File: src/rtl/checker_fifo.sv
// Synchronous FIFO holding expected read data; pointers carry one extra bit
// so full and empty are distinguished without a separate counter.
module checker_fifo #(
   parameter int unsigned DEPTH = 8,
   parameter int unsigned WIDTH = 32
) (
   input  logic             clk,
   input  logic             rst,
   input  logic             clr,
   input  logic             push,
   input  logic             pop,
   input  logic [WIDTH-1:0] din,
   output logic             full,
   output logic             empty,
   output logic [WIDTH-1:0] head
);

   localparam int unsigned AW = $clog2(DEPTH);

   logic [WIDTH-1:0] mem [DEPTH];
   logic [AW:0]      wr_ptr;
   logic [AW:0]      rd_ptr;
   logic             do_push;
   logic             do_pop;

   assign empty   = (wr_ptr == rd_ptr);
   assign full    = (wr_ptr[AW-1:0] == rd_ptr[AW-1:0]) && (wr_ptr[AW] != rd_ptr[AW]);
   assign do_push = push & ~full & ~clr;
   assign do_pop  = pop & ~empty & ~clr;
   assign head    = mem[rd_ptr[AW-1:0]];

   // Pointer update; clear discards all entries.
   always_ff @(posedge clk or posedge rst) begin
      if (rst) begin
         wr_ptr <= '0;
         rd_ptr <= '0;
      end else if (clr) begin
         wr_ptr <= '0;
         rd_ptr <= '0;
      end else begin
         if (do_push) wr_ptr <= wr_ptr + (AW+1)'(1);
         if (do_pop)  rd_ptr <= rd_ptr + (AW+1)'(1);
      end
   end

   // Storage write; contents need no reset because empty masks them.
   always_ff @(posedge clk) begin
      if (do_push) mem[wr_ptr[AW-1:0]] <= din;
   end

endmodule

File: config.mk
export PLATFORM = sky130hd
export DESIGN_NAME = checker_fifo
export DESIGN_NICKNAME = d
export VERILOG_FILES = /design/src/rtl/checker_fifo.sv
export SDC_FILE = /design/constraint.sdc
export NUM_CORES = 1
export LEC_CHECK = 0
export CORE_MARGIN = 2
export CORE_UTILIZATION = 50
export CTS_BUF_LIST = sky130_fd_sc_hd__clkbuf_8
export DETAILED_ROUTE_END_ITERATION = 7
export PLACE_DENSITY = 0.79
export SLEW_MARGIN = 10
export SYNTH_ARGS = -nofsm -noshare
export SYNTH_HDL_FRONTEND = slang
export SYNTH_SLANG_ARGS = --single-unit
File: constraint.sdc
create_clock -name clk -period 4.65 [get_ports clk]
set_input_delay 1.1625 -clock clk [delete_from_list [all_inputs] [get_ports clk]]
set_output_delay 1.1625 -clock clk [all_outputs]
set_load 0.02 [all_outputs]
==> flow_metrics.env, run 1 <==
export IMPL_clock_buffer_count_from_cts=42
export IMPL_globalRoute_totalOverflow=0
export IMPL_worst_hold_path_endpoint="wr_ptr[2]"
export IMPL_grt_pass1_wl_um=29700
export IMPL_flop2flop_setup_slack_ps=1890
export IMPL_placementRows=52
export IMPL_cts_tree="done"
export IMPL_wirelength_um=19600
export IMPL_die_height_um=148
export IMPL_leakagePower_nw=3.91
export IMPL_drt_drc_violations_left=0
export IMPL_cts_repair_resize_count=0
export IMPL_max_slew_margin_rel_pct=46.8
export IMPL_timing_worst_slew_pin_value_ps=798
export IMPL_synth_edf_count=256
export IMPL_setup_tns_final_ps=0
export IMPL_synth_cells=450
export IMPL_clk_latency_ps=530
export IMPL_power_density_cell_area_mw_per_mm2=422
export IMPL_worst_hold_launch="wr_ptr[2]"
export IMPL_ctsHtreeMaxLevel=2
export IMPL_finalCriticalPeriod_ps=4360
export IMPL_required_time_worst_endpoint_ps=3490
export IMPL_die_area_mm2=0.0219
export IMPL_netSwitchingPower_mw=1.20
export IMPL_timing_critical_path_to_type="output pin"
export IMPL_crit_path_start_kind="flop"
export IMPL_routed_via_count=4881
export IMPL_cp_arrival_ps=3200
export IMPL_vdd_ir_drop_worst_uv=255
export IMPL_worst_flop_to_flop_path_endpoint="mem[6][27]"
export IMPL_final_ant_viol_nets=0
export IMPL_globalRouteMet1Util_pct=23.1
export IMPL_outcome="finished, final reports clean"
export IMPL_post_dp_hpwl_um=11300
export IMPL_clockPowerShare_pct=34.9
export IMPL_regToRegStartpoint="rd_ptr[2]"
export IMPL_root_buffer_cell="clkbuf_8"
export IMPL_timing_final_setup_violations=0
export IMPL_number_of_antenna_violations_at_the_first_check_in_global_routing=0
export IMPL_postSynthRegisterBits=264
export IMPL_cts_repair_timing_setup_buffer_count=0
export IMPL_crit_chain="buf_4, mux4_2, mux2_2, clkdlybuf4s50_1"
export IMPL_global_route_usage_total_pct=18.3
export IMPL_postSynthAreaPerCell_um2=23.0
export IMPL_worst_path_max_fanout=39
export IMPL_syn_num_nets=489
export IMPL_min_path_cells=2
export IMPL_share_of_cells_above_drive_strength_1_pct=32.1
export IMPL_number_of_violations_reported_at_the_end_of_detailed_routing_iteration_0=339
export IMPL_ff2ff_path_depth=5
export IMPL_clock_skew_ps=17.6
export IMPL_routed_via_density=5.69
export IMPL_final_period_utilization_pct=93.8
export IMPL_first_pass_iters=4
export IMPL_antenna_cells=0
export IMPL_cts_max_path_buffers=3
export IMPL_floorplan_die_width_um=148
export IMPL_synth_seq_area_share_pct=76.1
export IMPL_internal_power_mw=3.98
export IMPL_timing_max_cap_violations=0
export IMPL_routabilityCongestion=0.759
export IMPL_grt_pass1_vias=5331
export IMPL_rsz0062_at_grt="no"
export IMPL_groute_layer_met2_usage_pct=31.8
export IMPL_pwr_share_seq_pct=52.5
export IMPL_post_route_cell_area_mm2=0.0123
export IMPL_drt_wirelength_per_cell_um=22.8
export IMPL_finalHoldViolations=0
export IMPL_max_stage_delay_ps=950
export IMPL_timing_setup_critical_path_class="reg2out"
export IMPL_clk_pin_slew_worst_paths_ps=60
export IMPL_coreArea_mm2=0.0203
export IMPL_use_met3_pct=4.07
export IMPL_p_sw_share_pct=23.2
export IMPL_final_net_count=595
export IMPL_synth_distinct_cells=39
export IMPL_start_util_pct=51.0
export IMPL_top_level_ports=71
export IMPL_portBuffers=70
export IMPL_cts_hold_repair_buffers=0
export IMPL_combPwrFrac_pct=12.6
export IMPL_dpl_instance_area_mm2=0.0115
export IMPL_final_max_slew_violation_count=0
export IMPL_clkSinkCount=264
export IMPL_synthFlopType="edfxtp_1"
export IMPL_async_flop_share_pct=3.03
export IMPL_worstHoldPathType="reg2reg"
export IMPL_syn_area_mm2=0.0104
export IMPL_layout_area_overhead_vs_synth_pct=18.5
export IMPL_max_freq_ghz=0.229
export IMPL_syn_warnings=0
export IMPL_grt_busiest_layer="met2"
export IMPL_crit_slowest_cell="dfrtp_4"
export IMPL_maximum_number_of_pins_on_one_net_before_global_route_repair=47
==> critical path: cells and delay by family (launching register included) <==
kind / cells / cell delay [ps]
buffers and inverters: 2 / 890
DFF: 1 / 950
muxes: 2 / 810
==> layout make-up <==
type,count,area (µm²)
multi-input cells,160,2370
repair buffers,86,883
inverters,2,7.51
fillers,1412,8030
well taps,270,338
clock buffers,45,619
flip-flops and latches,264,7900
clock inverters,31,161
==> power groups by stage <==
| stage | logic, mW | registers [mW] | clock network [mW] |
|---|---|---|---|
| after floorplan | 0.485 | 2.71 | 0 |
| after global placement | 0.644 | 2.77 | 0 |
| after detailed placement | 0.661 | 2.77 | 0 |
| after CTS | 0.664 | 2.72 | 1.85 |
| after global routing | 0.693 | 2.73 | 1.95 |
| final | 0.653 | 2.72 | 1.81 |
==> cell usage after synthesis (all sizes together), types with 3 or more instances <==
cell,instances,area (µm²)
nand2b,5,31.3
a41oi,3,26.3
nor2b,5,31.3
clkbuf,6,23.8
xnor2,4,42.6
xor2,4,35.0
buf,18,125
edfxtp,256,7690
nor3,6,30.0
dfrtp,8,200
mux2i,4,40.0
nor2,7,26.3
mux2,36,443
mux4,64,1440
nand4,3,18.8
==> kinds of logic (layout without fill, tap and decap cells) <==
group,after synthesis,count (layout),synth area share (%)
flops,264,264,76.1
mux,104,104,18.6
simple gates,38,38,2.09
buf+inv,26,164,1.51
compound gates,8,8,0.713
xor+xnor,8,8,0.749
fa+ha+maj,2,2,0.241
==> worst max path at each step <==
| stage | cells after the start | slack (ps) | to | start |
|---|---|---|---|---|
| final | 4 | 290 | head[27] | rd_ptr[0] |
| after global routing | 4 | 90 | head[27] | rd_ptr[0] |
| after CTS | 4 | 210 | head[27] | rd_ptr[0] |
| after detailed placement | 4 | 790 | head[27] | rd_ptr[0] |
| after global placement | 4 | 830 | head[23] | rd_ptr[0] |
| after floorplan | 3 | 290 | mem[0][0] | clr |
==> flip-flops by register name, indices dropped and copies added, names as in the netlist <==
signal and flops:
rd_ptr 4, mem 256, wr_ptr 4
==> metrics by stage <==
step	util [%]	hold WS, ps	std cells	worst slack, ps	total power [mW]
final	60.5	684	858	287	5.18
after CTS	60.5	680	858	206	5.24
after global placement	56.6	640	782	826	3.41
after floorplan	-	607	450	286	3.19
after detailed placement	56.6	673	782	792	3.43
after global routing	60.5	741	858	92.5	5.37
==> metal layers <==
metal  wire length [µm]  part of all wire (%)
met3               1190                   6.1
met1               7770                    40
met2              10200                    52
met4                376                   1.9
met5                  0                     0
==> cells in the final DEF, fill, tap and decap left out, drive strengths merged <==
cell / netlist / final
o41a: 1 / 1
dfrtp: 8 / 8
nand3: 1 / 1
buf: 18 / 16
a311o: 1 / 1
or2: 2 / 2
o211ai: 1 / 1
inv: 2 / 12
nor3b: 1 / 1
edfxtp: 256 / 256
or3: 2 / 2
nor2: 7 / 7
clkinv: 0 / 19
xor2: 4 / 4
nor4: 2 / 2
a311oi: 1 / 1
nand2: 2 / 2
nand3b: 2 / 2
nor2b: 5 / 5
mux2: 36 / 36
nand2b: 5 / 5
clkdlybuf4s50: 0 / 70
nand4: 3 / 3
clkbuf: 6 / 45
a41o: 1 / 1
bufinv: 0 / 1
nor3: 6 / 6
clkinvlp: 0 / 1
mux2i: 4 / 4
ha: 2 / 2
xnor2: 4 / 4
mux4: 64 / 64
a41oi: 3 / 3
No activity file was read; power rests on OpenSTA's default activity.
==> inputs of run 2 (changes only) <==
- PLACE_DENSITY: 0.79 -> 0.66
==> run 2 against run 1 <==
Worst setup slack better by 160 ps. Routed wire length down 2.5%. Clock skew down 4.4 ps. Clock power up 7%. Critical path type unchanged. Register-to-register slack better by 30 ps. Non-clock buffer count up 5. Sequential share of layout area down 0.33 points. Largest cell class unchanged. Fmax up 3.8%. Power up 2.7%. Die area unchanged.
==> flow_metrics.env, run 2 (synthesis results as in run 1) <==
export IMPL_share_of_cells_above_drive_strength_1_pct=32.0
export IMPL_clk_pin_slew_worst_paths_ps=60
export IMPL_required_time_worst_endpoint_ps=3490
export IMPL_cts_repair_timing_setup_buffer_count=0
export IMPL_cts_tree="done"
export IMPL_global_route_usage_total_pct=18.0
export IMPL_met2WireLength_um=9470
export IMPL_pwr_share_seq_pct=50.5
export IMPL_vdd_ir_drop_worst_uv=294
export IMPL_flop2flop_setup_slack_ps=1920
export IMPL_routabilityCongestion=0.788
export IMPL_top_level_ports=71
export IMPL_cts_hold_repair_buffers=0
export IMPL_crit_slowest_cell="dfrtp_4"
export IMPL_final_ant_viol_nets=0
export IMPL_globalRoute_totalOverflow=0
export IMPL_timing_critical_path_to_type="output pin"
export IMPL_clkSinkCount=264
export IMPL_final_net_count=600
export IMPL_root_buffer_cell="clkbuf_8"
export IMPL_internal_power_mw=4.12
export IMPL_crit_path_start_kind="flop"
export IMPL_finalCriticalPeriod_ps=4200
export IMPL_cts_repair_resize_count=0
export IMPL_power_density_cell_area_mw_per_mm2=431
export IMPL_highest_count_cells_in_the_layout_ignoring_fill_and_taps="256 x edfxtp_1, 70 x clkdlybuf4s50_1, 64 x mux4_2, 47 x clkbuf_8, 25 x mux2_2"
export IMPL_portBuffers=70
export IMPL_max_freq_ghz=0.238
export IMPL_cp_arrival_ps=3040
export IMPL_largest_register_ff_count=256
export IMPL_timing_setup_critical_path_class="reg2out"
export IMPL_crit_chain="buf_4, mux4_2, mux2_2, clkdlybuf4s50_1"
export IMPL_worst_path_max_fanout=24
export IMPL_met1Wirelength_um=8020
export IMPL_routed_via_count=4850
export IMPL_number_of_violations_reported_at_the_end_of_detailed_routing_iteration_0=311
export IMPL_worstHoldPathType="reg2reg"
export IMPL_timing_worst_slew_pin_value_ps=735
export IMPL_floorplan_die_width_um=148
export IMPL_clock_skew_ps=13.3
export IMPL_clk_latency_ps=540
export IMPL_leakagePower_nw=3.97
export IMPL_multiInputGateArea_mm2=0.00237
export IMPL_path_delay_family="buffers and inverters"
export IMPL_final_critical_path_setup_slack_ps=448
export IMPL_final_max_slew_violation_count=0
export IMPL_ctsHtreeMaxLevel=2
export IMPL_placementRows=52
export IMPL_outcome="finished, final reports clean"
export IMPL_final_period_utilization_pct=90.4
export IMPL_regArea_mm2=0.00790
export IMPL_die_area_mm2=0.0219
export IMPL_start_util_pct=51.0
export IMPL_p_sw_share_pct=22.5
export IMPL_timing_max_cap_violations=0
export IMPL_antenna_cells=0
export IMPL_post_dp_hpwl_um=10600
export IMPL_crit_buf_inv=2
export IMPL_rsz0062_at_grt="no"
export IMPL_die_height_um=148
export IMPL_setup_tns_final_ps=0
export IMPL_maximum_number_of_pins_on_one_net_before_global_route_repair=69
export IMPL_netSwitchingPower_mw=1.20
export IMPL_number_of_antenna_violations_at_the_first_check_in_global_routing=0
export IMPL_wirelength_um=19100
export IMPL_clock_buffer_count_from_cts=42
export IMPL_timing_final_setup_violations=0
export IMPL_fillCellCount=1489
export IMPL_grt_pass1_vias=5121
export IMPL_first_pass_iters=5
export IMPL_coreArea_mm2=0.0203
export IMPL_most_frequent_standard_cell_in_the_layout_excluding_fill_and_tap_cells="edfxtp_1"
export IMPL_routed_via_density=5.61
export IMPL_post_place_ws_ps=659
export IMPL_finalHoldViolations=0
export IMPL_cts_max_path_buffers=3
export IMPL_top_layer="met4"
export IMPL_layout_area_overhead_vs_synth_pct=19.1
export IMPL_grt_pass1_wl_um=29400
export IMPL_clockPowerShare_pct=36.5
export IMPL_max_slew_margin_rel_pct=50.6
export IMPL_drt_drc_violations_left=0
export IMPL_max_stage_delay_ps=750
export IMPL_combPwrFrac_pct=13.0
export IMPL_drt_wirelength_per_cell_um=22.1
export IMPL_met3_wirelength_um=1180
-- run 2: cell types whose count changed in the layout (fill, tap and decap cells not counted), sizes merged --
| cell | delta |
|---|---|
| clkinvlp | -1 |
| buf | +5 |
| clkinv | -6 |
| clkbuf | +2 |
| bufinv | +2 |
| inv | +4 |
-- run 2: layer usage --
metal  global-route usage, %  vias up
met5                       0        -
met4                    6.52        0
met3                    4.23       33
met2                    28.2      162
met1                    25.1     2527
li1                        -     2128
-- run 2: metrics by stage --
stage | instances | utilization (%) | instance area (µm²) | hold slack [ps] | power [mW]
after floorplan | 450 | - | 10400 | 607 | 3.19
after global placement | 786 | 56.5 | 11500 | 646 | 3.42
after detailed placement | 786 | 56.5 | 11500 | 676 | 3.43
after CTS | 863 | 60.7 | 12300 | 686 | 5.38
after global routing | 864 | 60.8 | 12300 | 703 | 5.53
final | 864 | 60.8 | 12300 | 677 | 5.32
-- run 2: power by group through the flow --
stage | combinational [mW] | clock [mW] | sequential, mW
floorplan | 0.485 | 0 | 2.71
global placement | 0.659 | 0 | 2.76
detailed placement | 0.668 | 0 | 2.76
CTS | 0.672 | 2.00 | 2.71
global route | 0.740 | 2.10 | 2.70
finish | 0.692 | 1.94 | 2.69
-- run 2: worst register-to-register path: stages (launching register included) --
cell,delay (ps)
dfrtp_2,370
buf_4,560
xnor2_1,330
a41o_1,380
nor2_4,430
buf_4,350
-- run 2: path summary, 6_finish.rpt --
check / from / end / depth (start not counted)
setup / recovery: rd_ptr[0] / head[7] / 4
hold / removal: wr_ptr[2] / wr_ptr[2] / 2
setup reg to reg: rd_ptr[2] / mem[6][11] / 5
hold reg to reg: wr_ptr[2] / wr_ptr[2] / 2
max in group asynchronous: rst / rd_ptr[0] / 2
min in group asynchronous: rst / wr_ptr[0] / 2
-- run 2: cell type report --
type                    instances  area share [%]
clock inverters                30            1.60
clock buffers                  47            5.24
flip-flops and latches        264            64.0
well taps                     270            2.74
multi-input cells             160            19.2
inverters                       2          0.0609
repair buffers                 91            7.16
==> inputs of run 3 (changes only) <==
- PLACE_DENSITY: 0.66 -> 0.68
==> run 3 against run 2 <==
Via count down 1.3%. Largest power group unchanged. Critical path depth unchanged. Power fell by 4.2%. Fmax is 3.0% lower. Utilization shrank 0.60 points. Register-to-register slack got worse by 130 ps. Routed wire length is 0.35% lower.
==> flow_metrics.env, run 3 (synthesis results as in run 1) <==
export IMPL_routed_via_count=4785
export IMPL_most_frequent_standard_cell_in_the_layout_excluding_fill_and_tap_cells="edfxtp_1"
export IMPL_timing_critical_path_to_type="output pin"
export IMPL_finish_utilization_pct=60.2
export IMPL_global_route_usage_total_pct=18.0
export IMPL_highest_count_cells_in_the_layout_ignoring_fill_and_taps="256 x edfxtp_1, 70 x clkdlybuf4s50_1, 64 x mux4_2, 45 x clkbuf_8, 25 x mux2_2"
export IMPL_root_buffer_cell="clkbuf_8"
export IMPL_cts_hold_repair_buffers=0
export IMPL_start_util_pct=51.0
export IMPL_number_of_violations_reported_at_the_end_of_detailed_routing_iteration_0=229
export IMPL_floorplan_die_width_um=148
export IMPL_post_dp_hpwl_um=10300
export IMPL_top_level_ports=71
export IMPL_min_path_cells=2
export IMPL_post_place_ws_ps=803
export IMPL_maximum_number_of_pins_on_one_net_before_global_route_repair=38
export IMPL_grt_busiest_layer="met2"
export IMPL_final_max_slew_violation_count=0
export IMPL_die_area_mm2=0.0219
export IMPL_required_time_worst_endpoint_ps=3490
export IMPL_groute_layer_met2_usage_pct=30.3
export IMPL_wirelength_um=19000
export IMPL_final_ant_viol_nets=0
export IMPL_cts_max_path_buffers=3
export IMPL_rsz0062_at_grt="no"
export IMPL_use_met3_pct=3.83
export IMPL_clk_latency_ps=530
export IMPL_grt_pass1_wl_um=29200
export IMPL_worst_path_max_fanout=37
export IMPL_placementRows=52
export IMPL_largest_register_ff_count=256
export IMPL_number_of_antenna_violations_at_the_first_check_in_global_routing=0
export IMPL_share_of_cells_above_drive_strength_1_pct=30.5
export IMPL_clock_buffer_count_from_cts=42
export IMPL_clk_pin_slew_worst_paths_ps=60
export IMPL_cts_repair_timing_setup_buffer_count=0
export IMPL_first_pass_iters=4
export IMPL_timing_worst_slew_pin_value_ps=765
export IMPL_worstHoldPathType="reg2reg"
export IMPL_grt_pass1_vias=5312
export IMPL_outcome="finished, final reports clean"
export IMPL_cts_tree="done"
export IMPL_drt_wirelength_per_cell_um=22.2
export IMPL_leakagePower_nw=3.90
export IMPL_placed_cells_incl_taps=781
export IMPL_post_layout_total_power_mw=5.10
export IMPL_vdd_ir_drop_worst_uv=226
export IMPL_regToRegStartpoint="rd_ptr[2]"
export IMPL_post_route_cell_area_mm2=0.0122
export IMPL_clock_skew_ps=15.3
export IMPL_timing_max_cap_violations=0
export IMPL_die_height_um=148
export IMPL_timing_setup_critical_path_class="reg2out"
export IMPL_coreArea_mm2=0.0203
export IMPL_ff2ff_path_depth=5
export IMPL_portBuffers=70
export IMPL_finalHoldViolations=0
export IMPL_timing_hold_ws_ps=691
export IMPL_ctsHtreeMaxLevel=2
export IMPL_max_slew_margin_rel_pct=48.6
export IMPL_cp_arrival_ps=3170
export IMPL_power_density_cell_area_mw_per_mm2=417
export IMPL_clkSinkCount=264
export IMPL_drt_drc_violations_left=0
export IMPL_flop2flop_setup_slack_ps=1790
export IMPL_antenna_cells=0
export IMPL_worst_hold_launch="wr_ptr[2]"
export IMPL_final_critical_path_setup_slack_ps=316
export IMPL_finalCriticalPeriod_ps=4330
export IMPL_layout_area_overhead_vs_synth_pct=17.9
export IMPL_setup_tns_final_ps=0
export IMPL_worst_flop_to_flop_path_endpoint="mem[5][29]"
export IMPL_crit_path_start_kind="flop"
export IMPL_routabilityCongestion=0.742
export IMPL_routed_via_density=5.58
export IMPL_dpl_instance_area_mm2=0.0115
export IMPL_worst_hold_path_endpoint="wr_ptr[2]"
export IMPL_globalRoute_totalOverflow=0
export IMPL_max_freq_ghz=0.231
export IMPL_final_period_utilization_pct=93.2
export IMPL_timing_final_setup_violations=0
export IMPL_globalRouteMet1Util_pct=23.5
export IMPL_post_layout_nonfiller_instances=857
export IMPL_cts_repair_resize_count=0
export IMPL_final_net_count=594
[run 3: area by class of cell]
class	count	area, µm²
timing repair buffer	85	863
inverter	2	7.51
clock inverter	31	123
fill	1457	8090
tap	270	338
multi-input combinational	160	2370
clock buffer	45	619
sequential	264	7900
[run 3: worst max-delay path by stage]
| stage | start | endpoint | depth (start not counted) |
|---|---|---|---|
| floorplan | clr | mem[0][0] | 3 |
| global placement | rd_ptr[0] | head[12] | 4 |
| detailed placement | rd_ptr[0] | head[14] | 4 |
| CTS | rd_ptr[0] | head[14] | 4 |
| global route | rd_ptr[0] | head[13] | 4 |
| finish | rd_ptr[0] | head[14] | 4 |
[run 3: report_power, final]
| group | internal [mW] | switching (mW) | leakage (nW) |
|---|---|---|---|
| sequential | 2.65 | 0.0591 | 2.42 |
| combinational | 0.375 | 0.284 | 1.04 |
| clock | 0.890 | 0.842 | 0.444 |
| total | 3.91 | 1.19 | 3.90 |
[run 3: critical path, stage by stage (launching register included)]
cell and delay [ps]:
dfrtp_4 900, buf_4 370, mux4_2 530, mux2_4 280
clkdlybuf4s50_1 530
[run 3: layer usage]
metal,wire length (µm),share of wire (%),vias up
met5,0,0,-
met4,348,1.8,0
met3,1070,5.6,27
met2,9490,50,140
met1,8080,43,2500
li1,-,-,2118
